### config.mk
export PLATFORM = sky130hd
export DESIGN_NAME = joydb9_serial_reader
export DESIGN_NICKNAME = d
export VERILOG_FILES = /design/src/rtl/joydb9_pkg.sv /design/src/rtl/sync2.sv /design/src/rtl/joydb9_serial_reader.sv
export SDC_FILE = /design/constraint.sdc
export NUM_CORES = 1
export LEC_CHECK = 0
export ABC_AREA = 0
export CAP_MARGIN = 0
export CORE_ASPECT_RATIO = 1.1
export CORE_UTILIZATION = 53
export CTS_BUF_LIST = sky130_fd_sc_hd__clkbuf_8
export CTS_CLUSTER_SIZE = 40
export DETAILED_ROUTE_END_ITERATION = 8
export PLACE_DENSITY = 0.77
export SLEW_MARGIN = 10
export SYNTH_ARGS = -nofsm -noshare
export SYNTH_HDL_FRONTEND = slang
export SYNTH_SLANG_ARGS = --single-unit
### constraint.sdc
create_clock -name clk_sys -period 1.85 [get_ports clk_sys]
set_input_delay 0.185 -clock clk_sys [delete_from_list [all_inputs] [get_ports clk_sys]]
set_output_delay 0.185 -clock clk_sys [all_outputs]
set_load 0.005 [all_outputs]
### src/rtl/joydb9_pkg.sv
// joydb9_pkg: shared FSM states and default DB9 button bit mapping
package joydb9_pkg;
  typedef enum logic [2:0] {IDLE, LOAD, SETTLE, HIGH, LOW, DONE} state_t;
  localparam int unsigned J_UP    = 0;
  localparam int unsigned J_DOWN  = 1;
  localparam int unsigned J_LEFT  = 2;
  localparam int unsigned J_RIGHT = 3;
  localparam int unsigned J_FIRE1 = 4;
  localparam int unsigned J_FIRE2 = 5;
  localparam int unsigned J_FIRE3 = 6;
  localparam int unsigned J_START = 7;
endpackage

### src/rtl/sync2.sv
// sync2: two-flop synchroniser with configurable reset value
module sync2 #(
  parameter logic RST_VAL = 1'b0
) (
  input  logic clk_sys,
  input  logic reset,
  input  logic d,
  output logic q
);
  logic meta_q, sync_q;
  always_ff @(posedge clk_sys) begin
    if (reset) begin
      meta_q <= RST_VAL;
      sync_q <= RST_VAL;
    end else begin
      meta_q <= d;
      sync_q <= meta_q;
    end
  end
  assign q = sync_q;
endmodule

### src/rtl/joydb9_serial_reader.sv
// joydb9_serial_reader: drives a 74HC165-style chain and deserialises two joystick button words
module joydb9_serial_reader
  import joydb9_pkg::*;
#(
  parameter int CLK_DIV  = 4,
  parameter int NUM_BITS = 16,
  parameter int SCAN_GAP = 1000
) (
  input  logic                  clk_sys,
  input  logic                  reset,
  input  logic                  scan_en,
  input  logic                  joy_data,
  output logic                  joy_clk,
  output logic                  joy_load,
  output logic [NUM_BITS/2-1:0] joy1,
  output logic [NUM_BITS/2-1:0] joy2,
  output logic                  frame_valid
);
  localparam int PW = $clog2(CLK_DIV + 1);
  localparam int BW = $clog2(NUM_BITS + 1);
  localparam int GW = $clog2(SCAN_GAP + 1);
  localparam int H  = NUM_BITS / 2;
  state_t state_q, state_d;
  logic [PW-1:0] phase_q, phase_d;
  logic [BW-1:0] bit_cnt_q, bit_cnt_d;
  logic [GW-1:0] gap_q, gap_d;
  logic [NUM_BITS-1:0] sr_q, sr_d;
  logic [H-1:0] joy1_q, joy1_d, joy2_q, joy2_d;
  logic joy_clk_q, joy_clk_d, joy_load_q, joy_load_d, frame_valid_q, frame_valid_d;
  logic data_s, last, gap_full, last_bit;
  sync2 #(.RST_VAL(1'b1)) u_sync (
    .clk_sys(clk_sys),
    .reset  (reset),
    .d      (joy_data),
    .q      (data_s)
  );
  always_comb begin
    last      = phase_q == PW'(CLK_DIV - 1);
    gap_full  = gap_q == GW'(SCAN_GAP - 1);
    last_bit  = bit_cnt_q == BW'(NUM_BITS - 1);
    state_d   = state_q;
    phase_d   = (state_q == IDLE || state_q == DONE || last) ? '0 : phase_q + PW'(1);
    bit_cnt_d = bit_cnt_q;
    gap_d     = gap_q;
    sr_d      = sr_q;
    case (state_q)
      IDLE: begin
        gap_d   = gap_full ? gap_q : gap_q + GW'(1);
        state_d = (gap_full && scan_en) ? LOAD : IDLE;
      end
      LOAD:   state_d = last ? SETTLE : LOAD;
      SETTLE: if (last) begin
        sr_d      = {sr_q[NUM_BITS-2:0], data_s};
        bit_cnt_d = BW'(1);
        state_d   = HIGH;
      end
      HIGH:   state_d = last ? LOW : HIGH;
      LOW:    if (last) begin
        sr_d      = {sr_q[NUM_BITS-2:0], data_s};
        bit_cnt_d = last_bit ? '0 : bit_cnt_q + BW'(1);
        state_d   = last_bit ? DONE : HIGH;
      end
      DONE: begin
        gap_d   = '0;
        state_d = IDLE;
      end
      default: state_d = IDLE;
    endcase
    joy1_d        = state_d == DONE ? ~sr_d[NUM_BITS-1:H] : joy1_q;
    joy2_d        = state_d == DONE ? ~sr_d[H-1:0] : joy2_q;
    joy_clk_d     = state_d == HIGH;
    joy_load_d    = state_d != LOAD;
    frame_valid_d = state_d == DONE;
  end
  always_ff @(posedge clk_sys) begin
    if (reset) begin
      state_q       <= IDLE;
      phase_q       <= '0;
      bit_cnt_q     <= '0;
      gap_q         <= '0;
      sr_q          <= '0;
      joy1_q        <= '0;
      joy2_q        <= '0;
      joy_clk_q     <= 1'b0;
      joy_load_q    <= 1'b1;
      frame_valid_q <= 1'b0;
    end else begin
      state_q       <= state_d;
      phase_q       <= phase_d;
      bit_cnt_q     <= bit_cnt_d;
      gap_q         <= gap_d;
      sr_q          <= sr_d;
      joy1_q        <= joy1_d;
      joy2_q        <= joy2_d;
      joy_clk_q     <= joy_clk_d;
      joy_load_q    <= joy_load_d;
      frame_valid_q <= frame_valid_d;
    end
  end
  assign joy_clk     = joy_clk_q;
  assign joy_load    = joy_load_q;
  assign joy1        = joy1_q;
  assign joy2        = joy2_q;
  assign frame_valid = frame_valid_q;
endmodule
# [Yosys cells after proc, flatten, opt, wreduce, memory -nomap -nowiden]
# Cells that the tools add are included.
[op_classes] bitwise=2 reduce_logical=10 eq_ne=14 n_mux=15 add_sub_neg=3
[op_table] cell="2-to-1 mux 16 bit" count=2
[op_table] cell="one-hot mux 10 bit (2 select lines)" count=1
[op_table] cell="inverter 8 bit" count=2
[op_table] cell="2-to-1 mux 5 bit" count=3
[op_table] cell="one-hot mux 3 bit (5 select lines)" count=1
[op_table] cell="equality test 3 x 2 -> 1 bit, second input constant" count=4
[op_table] cell="2-to-1 mux 3 bit" count=4
[op_table] cell="adder 10 x 1 -> 10 bit, second input constant" count=1
[op_table] cell="equality test 10 bit, second input constant" count=1
[op_table] cell="2-to-1 mux 10 bit" count=1
[op_table] cell="one-hot mux 5 bit (2 select lines)" count=1
[op_table] cell="equality test 3 bit, second input constant" count=3
[op_table] cell="!= test 2 bit, second input constant" count=3
[op_table] cell="adder 5 x 1 -> 5 bit, second input constant" count=1
[op_table] cell="equality test 5 x 4 -> 1 bit, second input constant" count=1
[op_table] cell="nonzero test 2 bit" count=2
[op_table] cell="OR reduction 2 bit" count=2
[op_table] cell="adder 3 x 1 -> 3 bit, second input constant" count=1
[op_table] cell="equality test 3 x 1 -> 1 bit, second input constant" count=1
[op_table] cell="logical NOT 3 bit" count=1
[op_table] cell="!= test 3 x 1 -> 1 bit, second input constant" count=1
[op_table] cell="AND reduction 3 bit" count=1
[op_table] cell="logical OR 1 bit" count=2
[op_table] cell="2-to-1 mux 2 bit" count=1
[op_table] cell="3 further kinds" count=3
[word_totals] regBits=58 out_inout_bits=19 word_cells=56 inputBits=4

# [Logic depth before layout (Yosys ltp)]
# Gate-level depths: netlist (run 1).
[logic_depth] ltp_word=5 ltp_mapped=8 ltp_nobuf=6

# [By module]
# A second synthesis (run 1) with hierarchy kept.
[hier_totals] cells_unflattened=229 hier_area_um2=2339.7
[modules_own_cells] module="joydb9_serial_reader" area_per_inst_um2=2287.2 instances=1 cells_each=225 seq_area_each_um2=1121.1
[modules_own_cells] module="sync2" area_per_inst_um2=52.6 instances=1 cells_each=4 seq_area_each_um2=40.0

# [Worst setup path after synthesis (run 1)]
# OpenSTA, ideal clock, no wires.
[synth_timing] kind="reg-to-reg" startpoint="register phase_q[0]" endpoint="register joy1_q[0] (netlist: joy1[0])" slack_ns=0.033 period_less_slack_ns=1.817 arrival_ns=1.758 n_path_buf=2 setup_time_ns=0.059 path_stages_with_launch=9 t_required_ns=1.791 cell_sequence="dfxtp_1 -> ha_1 -> ha_1 -> buf_2 -> inv_1 -> nor3_4 -> buf_6 -> mux2i_1 -> a22o_1"
[synth_via] elab_chain_cells=4 word_cells_on_any_way=10 cone_classes="eq/ne: 2; mux: 7; bitwise: 1"
[synth_rtl] element="start, declared" line="joydb9_serial_reader.sv:24" source="logic [PW-1:0] phase_q, phase_d;"
[synth_rtl] element="start signal, assigned" line="joydb9_serial_reader.sv:89" source="phase_q <= phase_d;"
[synth_rtl] element="equality test 3 x 2 -> 1 bit *" line="joydb9_serial_reader.sv:38" source="last = phase_q == PW'(CLK_DIV - 1);"
[synth_rtl] element="2-to-1 mux 3 bit, or another cell as far along" line="joydb9_serial_reader.sv:58" source="LOW: if (last) begin"
[synth_rtl] element="one-hot mux 3 bit (5 select lines) / 2-to-1 mux 16 bit (equally long branches)"
[synth_rtl] element="equality test 3 bit / inverter 8 bit (equally long branches)" line="joydb9_serial_reader.sv:69" source="joy1_d = state_d == DONE ? ~sr_d[NUM_BITS-1:H] : joy1_q;"
[synth_rtl] element="end signal, assigned" line="joydb9_serial_reader.sv:93" source="joy1_q <= joy1_d;"
[synth_rtl] element="end, declared" line="joydb9_serial_reader.sv:28" source="logic [H-1:0] joy1_q, joy1_d, joy2_q, joy2_d;"
# Mark *: on every way between the ends. The rest lies on a longest branch, timed or not.
# A chain may end at the register's enable or synchronous reset.

# [Worst setup path in the final report (run 1)]
[layout_timing] startpoint="register gap_q[0]" endpoint="register joy_load_q (netlist: joy_load)"
[layout_via] elab_chain_cells=5
[layout_rtl] element="start, declared" line="joydb9_serial_reader.sv:26" source="logic [GW-1:0] gap_q, gap_d;"
[layout_rtl] element="start signal, assigned" line="joydb9_serial_reader.sv:91" source="gap_q <= gap_d;"
[layout_rtl] element="equality test 10 bit" line="joydb9_serial_reader.sv:39" source="gap_full = gap_q == GW'(SCAN_GAP - 1);"
[layout_rtl] element="logical AND 1 bit" line="joydb9_serial_reader.sv:49" source="state_d = (gap_full && scan_en) ? LOAD : IDLE;"
[layout_rtl] element="2-to-1 mux 1 bit" line="joydb9_serial_reader.sv:49"
[layout_rtl] element="one-hot mux 3 bit (5 select lines)" line="joydb9_serial_reader.sv:46" source="case (state_q)"
[layout_rtl] element="!= test 3 x 1 -> 1 bit" line="joydb9_serial_reader.sv:72" source="joy_load_d = state_d != LOAD;"
[layout_rtl] element="end signal, assigned" line="joydb9_serial_reader.sv:96" source="joy_load_q <= joy_load_d;"
[layout_rtl] element="end, declared" line="joydb9_serial_reader.sv:29" source="logic joy_clk_q, joy_clk_d, joy_load_q, joy_load_d, frame_valid_q, frame_valid_d;"
# No other way between the ends.

==> results_tabular.tex, run 1 <==
\begin{tabular}{lr}
\hline
Metric & Value \\
\hline
\multicolumn{2}{l}{\textbf{Floorplanning}} \\
\quad Starting utilization of the core area & 0.569 \\
\quad Floorplan die area & 0.00462 mm² \\
\quad Count of standard-cell rows & 24 \\
\quad Ports placed on the boundary & 23 \\
\quad Overall die height & 71.2 µm \\
\quad Core region area & 0.00405 mm² \\
\quad Die X & 64.9 µm \\
\multicolumn{2}{l}{\textbf{Timing}} \\
\quad Final Max Tran Viols & 0 \\
\quad Worst max-slew margin expressed relative to the limit & 0.750 \\
\quad Tightest Pin Transition & 0.372 ns \\
\quad Number of hold violations in the final report & 0 \\
\quad Tmin final & 1.74 ns \\
\quad Worst hold slack across all endpoints & 0.411 ns \\
\quad Maximum clock rate & 576 MHz \\
\quad Post-route setup slack & 0.114 ns \\
\quad Final period util & 0.938 \\
\quad Setup repair after global routing missed its margin & no \\
\quad Final setup violation count & 0 \\
\quad Fin Clk Skew & 0.0144 ns \\
\multicolumn{2}{l}{\textbf{Synth}} \\
\quad Cell types occupying the most area after synthesis & dfxtp\_1 (50\%), mux2i\_1 (7.8\%), a22o\_1 (6.1\%) \\
\quad Number of distinct library cells after synthesis & 40 \\
\quad Count of flip-flops with a built-in enable after synthesis & 0 \\
\quad Cell type with the highest aggregate area in the netlist & dfxtp\_1 \\
\quad Cell Area, Synth & 0.00231 mm² \\
\quad Synth Register Bits & 58 \\
\quad Number of nets produced by synthesis & 234 \\
\quad Commonest cells post-synth & dfxtp\_1 (58), nor2\_1 (30), mux2i\_1 (18) \\
\quad Mean post-synth cell area & 10.3 µm² \\
\quad Synth Flop Type & dfxtp\_1 \\
\quad Post-Synthesis Cells & 225 \\
\quad Sequential fraction of the synthesis area & 0.503 \\
\quad Yosys warnings & 0 \\
\quad Proportion of netlist area held by the largest area contributor & 0.503 \\
\quad Share of async-settable or async-resettable flops after synthesis & 0 \\
\quad Most instantiated library cell after synthesis & dfxtp\_1 \\
\multicolumn{2}{l}{\textbf{Clock tree}} \\
\quad CTS tree & done \\
\quad Clock input transition at the sequential cells of the worst setup and hold paths & 0.06 ns \\
\quad Depth of the CTS H-tree & 3 \\
\quad Clock insertion delay at the later pin of the skew report & 0.34 ns \\
\quad Root Buffer & clkbuf\_8 \\
\quad Clock Sink Count & 58 \\
\quad Count of hold-fix buffers inserted at cts & 0 \\
\quad CTS buffer count & 9 \\
\quad Number of buffers between clock root and the deepest sink & 2 \\
\multicolumn{2}{l}{\textbf{Route}} \\
\quad Drc violations & 0 \\
\quad Via count & 1756 \\
\quad Antenna Violating Nets Remaining & 0 \\
\quad First-pass iteration count of the detailed router & 4 \\
\quad DR vias/cell & 5.52 \\
\quad Initial DRC count & 84 \\
\quad Total Wirelength & 4430 µm \\
\quad DR WL/cell & 13.9 µm \\
\multicolumn{2}{l}{\textbf{Global route}} \\
\quad Total global routing track utilization & 0.215 \\
\quad Grt total ovfl & 0 \\
\quad Vias in the first global route & 1682 \\
\quad Pin count of the biggest net entering global routing & 22 \\
\quad Antenna violations before repair & 0 \\
\quad Wire length of the first global-routing pass & 7540 µm \\
\multicolumn{2}{l}{\textbf{Critical path}} \\
\quad Crit-path leading delay family & simple AND/OR/NAND/NOR gates \\
\quad Reg-to-reg setup timing slack & 0.11 ns \\
\quad Worst path cell trace & ha\_2 > nand4b\_1 > o31ai\_4 > nand2b\_1 > or4\_1 \\
\quad Classification of the worst setup path & flip-flop to flip-flop \\
\quad Endpoint class of the critical path & flip-flop \\
\quad Register-to-Register Path Depth & 5 \\
\quad Critical Path Max Stage Delay & 0.47 ns \\
\quad Library cell contributing the largest single delay on the critical path & or4\_1 \\
\quad Critical path buffers and inverters & 0 \\
\quad Critical path required time & 2.05 ns \\
\quad Startpoint of the most critical register-to-register path & gap\_q[0] \\
\quad Data arrival time of the worst path & 1.94 ns \\
\quad Maximum fanout along the worst path & 4 \\
\quad Kind of start point of the critical path & flip-flop \\
\quad End of the worst register-to-register path & joy\_load \\
\multicolumn{2}{l}{\textbf{Final layout}} \\
\quad FILL cells & 289 \\
\quad Area of the multi-input gates & 0.00108 mm² \\
\quad Share of final-layout standard cells stronger than drive strength 1 & 0.162 \\
\quad Antenna cell count & 0 \\
\quad Final Net Count & 270 \\
\quad Number of non-filler instances in the completed layout & 318 \\
\quad Area taken by flip-flops and latches & 0.00116 mm² \\
\quad Layout overhead on the synthesized area & 26.1\% \\
\multicolumn{2}{l}{\textbf{Place}} \\
\quad Number of buffer cells added on primary ports & 22 \\
\quad Gpl congestion & 0.784 \\
\quad Post-Place Cells & 300 \\
\quad Final HPWL from detailed placement & 2970 µm \\
\quad Worst setup timing slack at the placement stage & -0.144 ns \\
\multicolumn{2}{l}{\textbf{Power and ir drop}} \\
\quad VDD IR max & 555 µV \\
\quad Static Leakage & 1.03 nW \\
\quad Total power density per cell area & 888 mW/mm² \\
\multicolumn{2}{l}{\textbf{Min path}} \\
\quad Hold endpoint & u\_sync.q \\
\quad WHS Path Cells & 1 \\
\quad Type of the worst min-delay path & flip-flop to flip-flop \\
\quad Startpoint of the worst hold path & u\_sync.meta\_q \\
\multicolumn{2}{l}{\textbf{Flow run}} \\
\quad Number of max-cap violations & 0 \\
\multicolumn{2}{l}{\textbf{Status}} \\
\quad Status & completed \\
\hline
\end{tabular}
## metal layers
layer	vias to the layer above	GRT usage	share of wire
met3	9	0.0525	0.038
li1	882	-	-
met4	0	0.133	0.022
met1	834	0.279	0.49
met5	-	0	0
met2	31	0.318	0.45
## flip-flops by register name, indices dropped and copies added (netlist names)
name,count
u_sync.meta_q,1
sr_q,16
joy_clk,1
frame_valid,1
state_q,3
joy1,8
u_sync.q,1
joy2,8
gap_q,10
joy_load,1
bit_cnt_q,5
phase_q,3
## worst max-delay path by stage
stage	from	to	slack, ns	depth (start not counted)
2_1_floorplan	phase_q[0]	joy1[0]	0.03	8
3_3_place_gp	phase_q[0]	joy2[2]	-0.06	5
3_5_place_dp	phase_q[0]	joy1[3]	-0.14	5
4_1_cts	phase_q[0]	joy_load	0.03	6
5_1_grt	gap_q[0]	joy_load	0.006	5
6_report	gap_q[0]	joy_load	0.11	5
## cell usage in the layout, fill, tap and decap left out, types with 4 or more instances in the layout
master,instances
nor3_1,9
clkdlybuf4s50_1,22
nand3_1,4
xnor2_1,6
dfxtp_1,58
nor4_1,6
a22o_1,16
buf_4,12
o21ai_0,6
nand2_1,8
mux2i_1,18
inv_1,4
clkbuf_8,9
nor2_1,30
a21oi_1,8
## cell families after synthesis
| kind of cell | Yosys count | synth area share |
|---|---|---|
| buf+inv | 16 | 0.0396 |
| fa+ha+maj | 5 | 0.0271 |
| compound gates | 38 | 0.123 |
| xor+xnor | 9 | 0.0341 |
| mux | 18 | 0.0780 |
| flops | 58 | 0.503 |
| simple gates | 81 | 0.195 |
## worst reg2reg max path, stage by stage, from the launching register on
cell and delay [ns]:
dfxtp_1 0.38, ha_2 0.23, nand4b_1 0.17, o31ai_4 0.27
nand2b_1 0.09, or4_1 0.47
## report_power, final
part / switching, mW / total (mW) / internal [mW]
registers: 0.00602 / 1.26 / 1.26
clock network: 0.513 / 1.27 / 0.754
logic: 0.0311 / 0.0560 / 0.0249
total: 0.550 / 2.59 / 2.04
## cell type report
cell class,count,area share
Timing Repair Buffer,37,0.127
Tap cell,52,0.0223
Clock buffer,9,0.0425
Multi-Input combinational cell,151,0.372
Clock inverter,7,0.0322
Sequential cell,58,0.399
Inverter,4,0.00516
## metrics by stage
stage          area [µm²]  setup TNS [ns]  power, mW  utilization
3_3_place_gp         2640          -0.974       1.34        0.651
6_report             2910               0       2.59        0.718
4_1_cts              2890               0       2.60        0.713
5_1_grt              2910               0       2.66        0.718
2_1_floorplan        2310               0       1.32            -
3_5_place_dp         2640           -2.12       1.35        0.651
## timing repair
item | 4_1_cts | 5_1_grt
gates cloned | 0 | 0
buffers inserted | 1 | 1
resized for setup | 2 | 4
setup endpoints to repair | 17 | 12
pin swaps | 1 | 2
(Power assumes the default switching activity.)
==> run 2, diff against run 1 <==
--- a/config.mk
+++ b/config.mk
@@ -13,6 +13,7 @@
 export CTS_CLUSTER_SIZE = 40
 export DETAILED_ROUTE_END_ITERATION = 8
 export PLACE_DENSITY = 0.77
+export REMOVE_ABC_BUFFERS = 1
 export SLEW_MARGIN = 10
 export SYNTH_ARGS = -nofsm -noshare
 export SYNTH_HDL_FRONTEND = slang
==> constraint.sdc (replaced) <==
create_clock -name clk_sys -period 1.5 [get_ports clk_sys]
set_input_delay 0.15 -clock clk_sys [delete_from_list [all_inputs] [get_ports clk_sys]]
set_output_delay 0.15 -clock clk_sys [all_outputs]
set_load 0.005 [all_outputs]
==> run 2 against run 1 <==
Clock skew decreased by 0.0020 ns. Final area increased by 25%. Register-to-register slack got worse by 0.47 ns. Sequential power increased by 24%. Critical endpoint is now joy2[7]. Non-clock buffer count increased by 37. Utilization increased by 18 points. Flip-flop and latch count unchanged. Global-route usage increased by 6.7 points. Critical path depth increased by 3. The flow now finishes with violations (setup timing).
==> results_tabular.tex, run 2 (same netlist as run 1, synthesis figures left out) <==
\begin{tabular}{lr}
\hline
Metric & Value \\
\hline
\multicolumn{2}{l}{\textbf{Timing}} \\
\quad Worst max-slew margin expressed relative to the limit & 0.679 (-0.0708) \\
\quad Final setup violation count & 49 (+49) \\
\quad Fin Clk Skew & 0.0124 ns (-0.00203 ns) \\
\quad Final period util & 1.24 (+0.298) \\
\quad Maximum clock rate & 539 MHz (-6.4\%) \\
\quad Number of hold violations in the final report & 0 (unchanged) \\
\quad Setup repair after global routing missed its margin & yes \\
\quad Tightest Pin Transition & 0.480 ns (+0.108 ns) \\
\quad Sum of negative setup slack & -10.92 ns (-10.92 ns) \\
\quad Final Max Tran Viols & 0 (unchanged) \\
\quad Post-route setup slack & -0.354 ns (-0.468 ns) \\
\quad Tmin final & 1.85 ns (+0.118 ns) \\
\multicolumn{2}{l}{\textbf{Final layout}} \\
\quad Largest registers in the final layout & sr\_q: 16 flops, gap\_q: 10 flops \\
\quad Core occupancy in the finished layout & 0.895 (+0.177) \\
\quad Antenna cell count & 0 (unchanged) \\
\quad Largest register FFs & 16 (unchanged) \\
\quad Share of final-layout standard cells stronger than drive strength 1 & 0.439 (+0.277) \\
\quad Area taken by flip-flops and latches & 0.00117 mm² (+0.86\%) \\
\quad Area of the multi-input gates & 0.00148 mm² (+37\%) \\
\quad Layout overhead on the synthesized area & 57.1\% \\
\quad FILL cells & 163 (-44\%) \\
\quad Highest-count cells in the layout ignoring fill and taps & dfxtp\_1 (50), buf\_4 (37), nor2\_1 (29) \\
\quad Number of non-filler instances in the completed layout & 355 (+12\%) \\
\quad Top reg by flops & sr\_q \\
\quad Final Net Count & 307 (+14\%) \\
\quad Most common cell after layout, fill and taps aside & dfxtp\_1 \\
\multicolumn{2}{l}{\textbf{Clock tree}} \\
\quad Clock Sink Count & 58 (unchanged) \\
\quad Clock input transition at the sequential cells of the worst setup and hold paths & 0.07 ns (about the same) \\
\quad CTS buffer count & 9 (unchanged) \\
\quad Depth of the CTS H-tree & 3 (unchanged) \\
\quad Clock insertion delay at the later pin of the skew report & 0.35 ns (about the same) \\
\quad Root Buffer & clkbuf\_8 \\
\quad CTS tree & done \\
\quad Number of buffers between clock root and the deepest sink & 2 (unchanged) \\
\multicolumn{2}{l}{\textbf{Critical path}} \\
\quad Library cell contributing the largest single delay on the critical path & dfxtp\_2 \\
\quad Worst path cell trace & ha\_4 > ha\_4 > inv\_4 > nor3\_4 > buf\_4 > buf\_12 > mux2i\_4 > a22o\_1 \\
\quad Data arrival time of the worst path & 2.14 ns (+0.20 ns) \\
\quad Classification of the worst setup path & flip-flop to flip-flop \\
\quad Kind of start point of the critical path & flip-flop \\
\quad Critical path required time & 1.79 ns (-0.26 ns) \\
\quad Critical Path Max Stage Delay & 0.35 ns (-0.12 ns) \\
\quad Endpoint class of the critical path & flip-flop \\
\quad Crit-path leading delay family & buffers and inverters \\
\quad Critical path buffers and inverters & 3 (+3) \\
\quad Maximum fanout along the worst path & 7 (+3) \\
\quad Worst path most repeated cell & ha\_4 \\
\multicolumn{2}{l}{\textbf{Route}} \\
\quad Via count & 2256 (+28\%) \\
\quad Metal-1 WL & 3330 µm (+53\%) \\
\quad DR vias/cell & 6.35 (+15\%) \\
\quad Antenna Violating Nets Remaining & 0 (unchanged) \\
\quad Met3 routed wirelength & 584 µm (+250\%) \\
\quad DR WL/cell & 23.4 µm (+68\%) \\
\quad First-pass iteration count of the detailed router & 5 (+1) \\
\quad Met2 routed WL & 3880 µm (+95\%) \\
\quad Drc violations & 0 (unchanged) \\
\quad Initial DRC count & 223 (+170\%) \\
\quad Total Wirelength & 8320 µm (+88\%) \\
\quad Top routing layer used & met4 \\
\multicolumn{2}{l}{\textbf{Floorplanning}} \\
\quad Count of standard-cell rows & 24 (unchanged) \\
\quad Starting utilization of the core area & 0.569 (unchanged) \\
\quad Floorplan die area & 0.00462 mm² (unchanged) \\
\quad Ports placed on the boundary & 23 (unchanged) \\
\quad Overall die height & 71.2 µm (unchanged) \\
\quad Core region area & 0.00405 mm² (unchanged) \\
\quad Die X & 64.9 µm (unchanged) \\
\multicolumn{2}{l}{\textbf{Global route}} \\
\quad Grt total ovfl & 0 (unchanged) \\
\quad Vias in the first global route & 2026 (+20\%) \\
\quad Antenna violations before repair & 0 (unchanged) \\
\quad Pin count of the biggest net entering global routing & 25 (+14\%) \\
\quad Total global routing track utilization & 0.282 (+0.0674) \\
\quad Wire length of the first global-routing pass & 9650 µm (+28\%) \\
\multicolumn{2}{l}{\textbf{Power and ir drop}} \\
\quad Static Leakage & 1.27 nW (+24\%) \\
\quad VDD IR max & 847 µV (+53\%) \\
\quad Total power density per cell area & 821 mW/mm² (-7.6\%) \\
\quad Overall power after layout & 2.98 mW (+15\%) \\
\multicolumn{2}{l}{\textbf{Place}} \\
\quad Gpl congestion & 0.839 (+6.9\%) \\
\quad Final HPWL from detailed placement & 3090 µm (+3.9\%) \\
\quad Number of buffer cells added on primary ports & 22 (unchanged) \\
\quad Worst setup timing slack at the placement stage & -0.487 ns (-0.343 ns) \\
\quad Post-Place Cells & 324 (+8.0\%) \\
\multicolumn{2}{l}{\textbf{Status}} \\
\quad Status & finished with violations \\
\quad Violated checks & setup timing \\
\multicolumn{2}{l}{\textbf{Min path}} \\
\quad Type of the worst min-delay path & input pin to flip-flop \\
\multicolumn{2}{l}{\textbf{Flow run}} \\
\quad Number of max-cap violations & 0 (unchanged) \\
\hline
\end{tabular}
run 2: per-layer routing:
metal / vias up / track usage
met5: - / 0
met4: 0 / 0.128
met3: 47 / 0.102
met2: 168 / 0.441
met1: 1088 / 0.346
li1: 953 / -
run 2: where the power goes:
| group | leakage (nW) | internal [mW] | switching [mW] |
|---|---|---|---|
| combinational | 0.721 | 0.0491 | 0.0550 |
| clock | 0.0765 | 0.639 | 0.674 |
| sequential | 0.472 | 1.55 | 0.0103 |
| total | 1.27 | 2.24 | 0.739 |
run 2: stage by stage:
step	hold WS [ns]	instance area (µm²)
floorplan	0.219	2230
global placement	0.399	2820
detailed placement	0.403	2820
CTS	0.365	3310
global route	0.364	3630
finish	0.364	3630
run 2: cell type report:
cell class | count | area share
sequential | 58 | 0.323
multi-input combinational | 151 | 0.409
tap | 52 | 0.0179
timing repair buffer | 74 | 0.196
clock inverter | 6 | 0.0117
inverter | 4 | 0.00483
clock buffer | 10 | 0.0379
run 2: timing repair:
action,4_1_cts,5_1_grt
gates resized for setup,50,53
hold buffers,0,0
buffers inserted,7,7
gates cloned,2,1
endpoints found under the setup margin,48,52
pin swaps,13,31
run 2: path summary, 6_finish.rpt:
kind                 start       endpoint  slack, ns  cells past startpoint
max             phase_q[1]        joy2[7]      -0.35                      8
min               joy_data  u_sync.meta_q       0.36                      2
max reg2reg     phase_q[1]        joy2[7]      -0.35                      8
min reg2reg  u_sync.meta_q       u_sync.q       0.41                      1
run 2: worst register-to-register path, delay by kind of cell (launching register included):
kind | cells | cell delay (ns)
mux | 1 | 0.27
compound gates | 1 | 0.17
simple gates | 1 | 0.28
buf+inv | 3 | 0.39
fa+ha+maj | 2 | 0.34
flops | 1 | 0.35
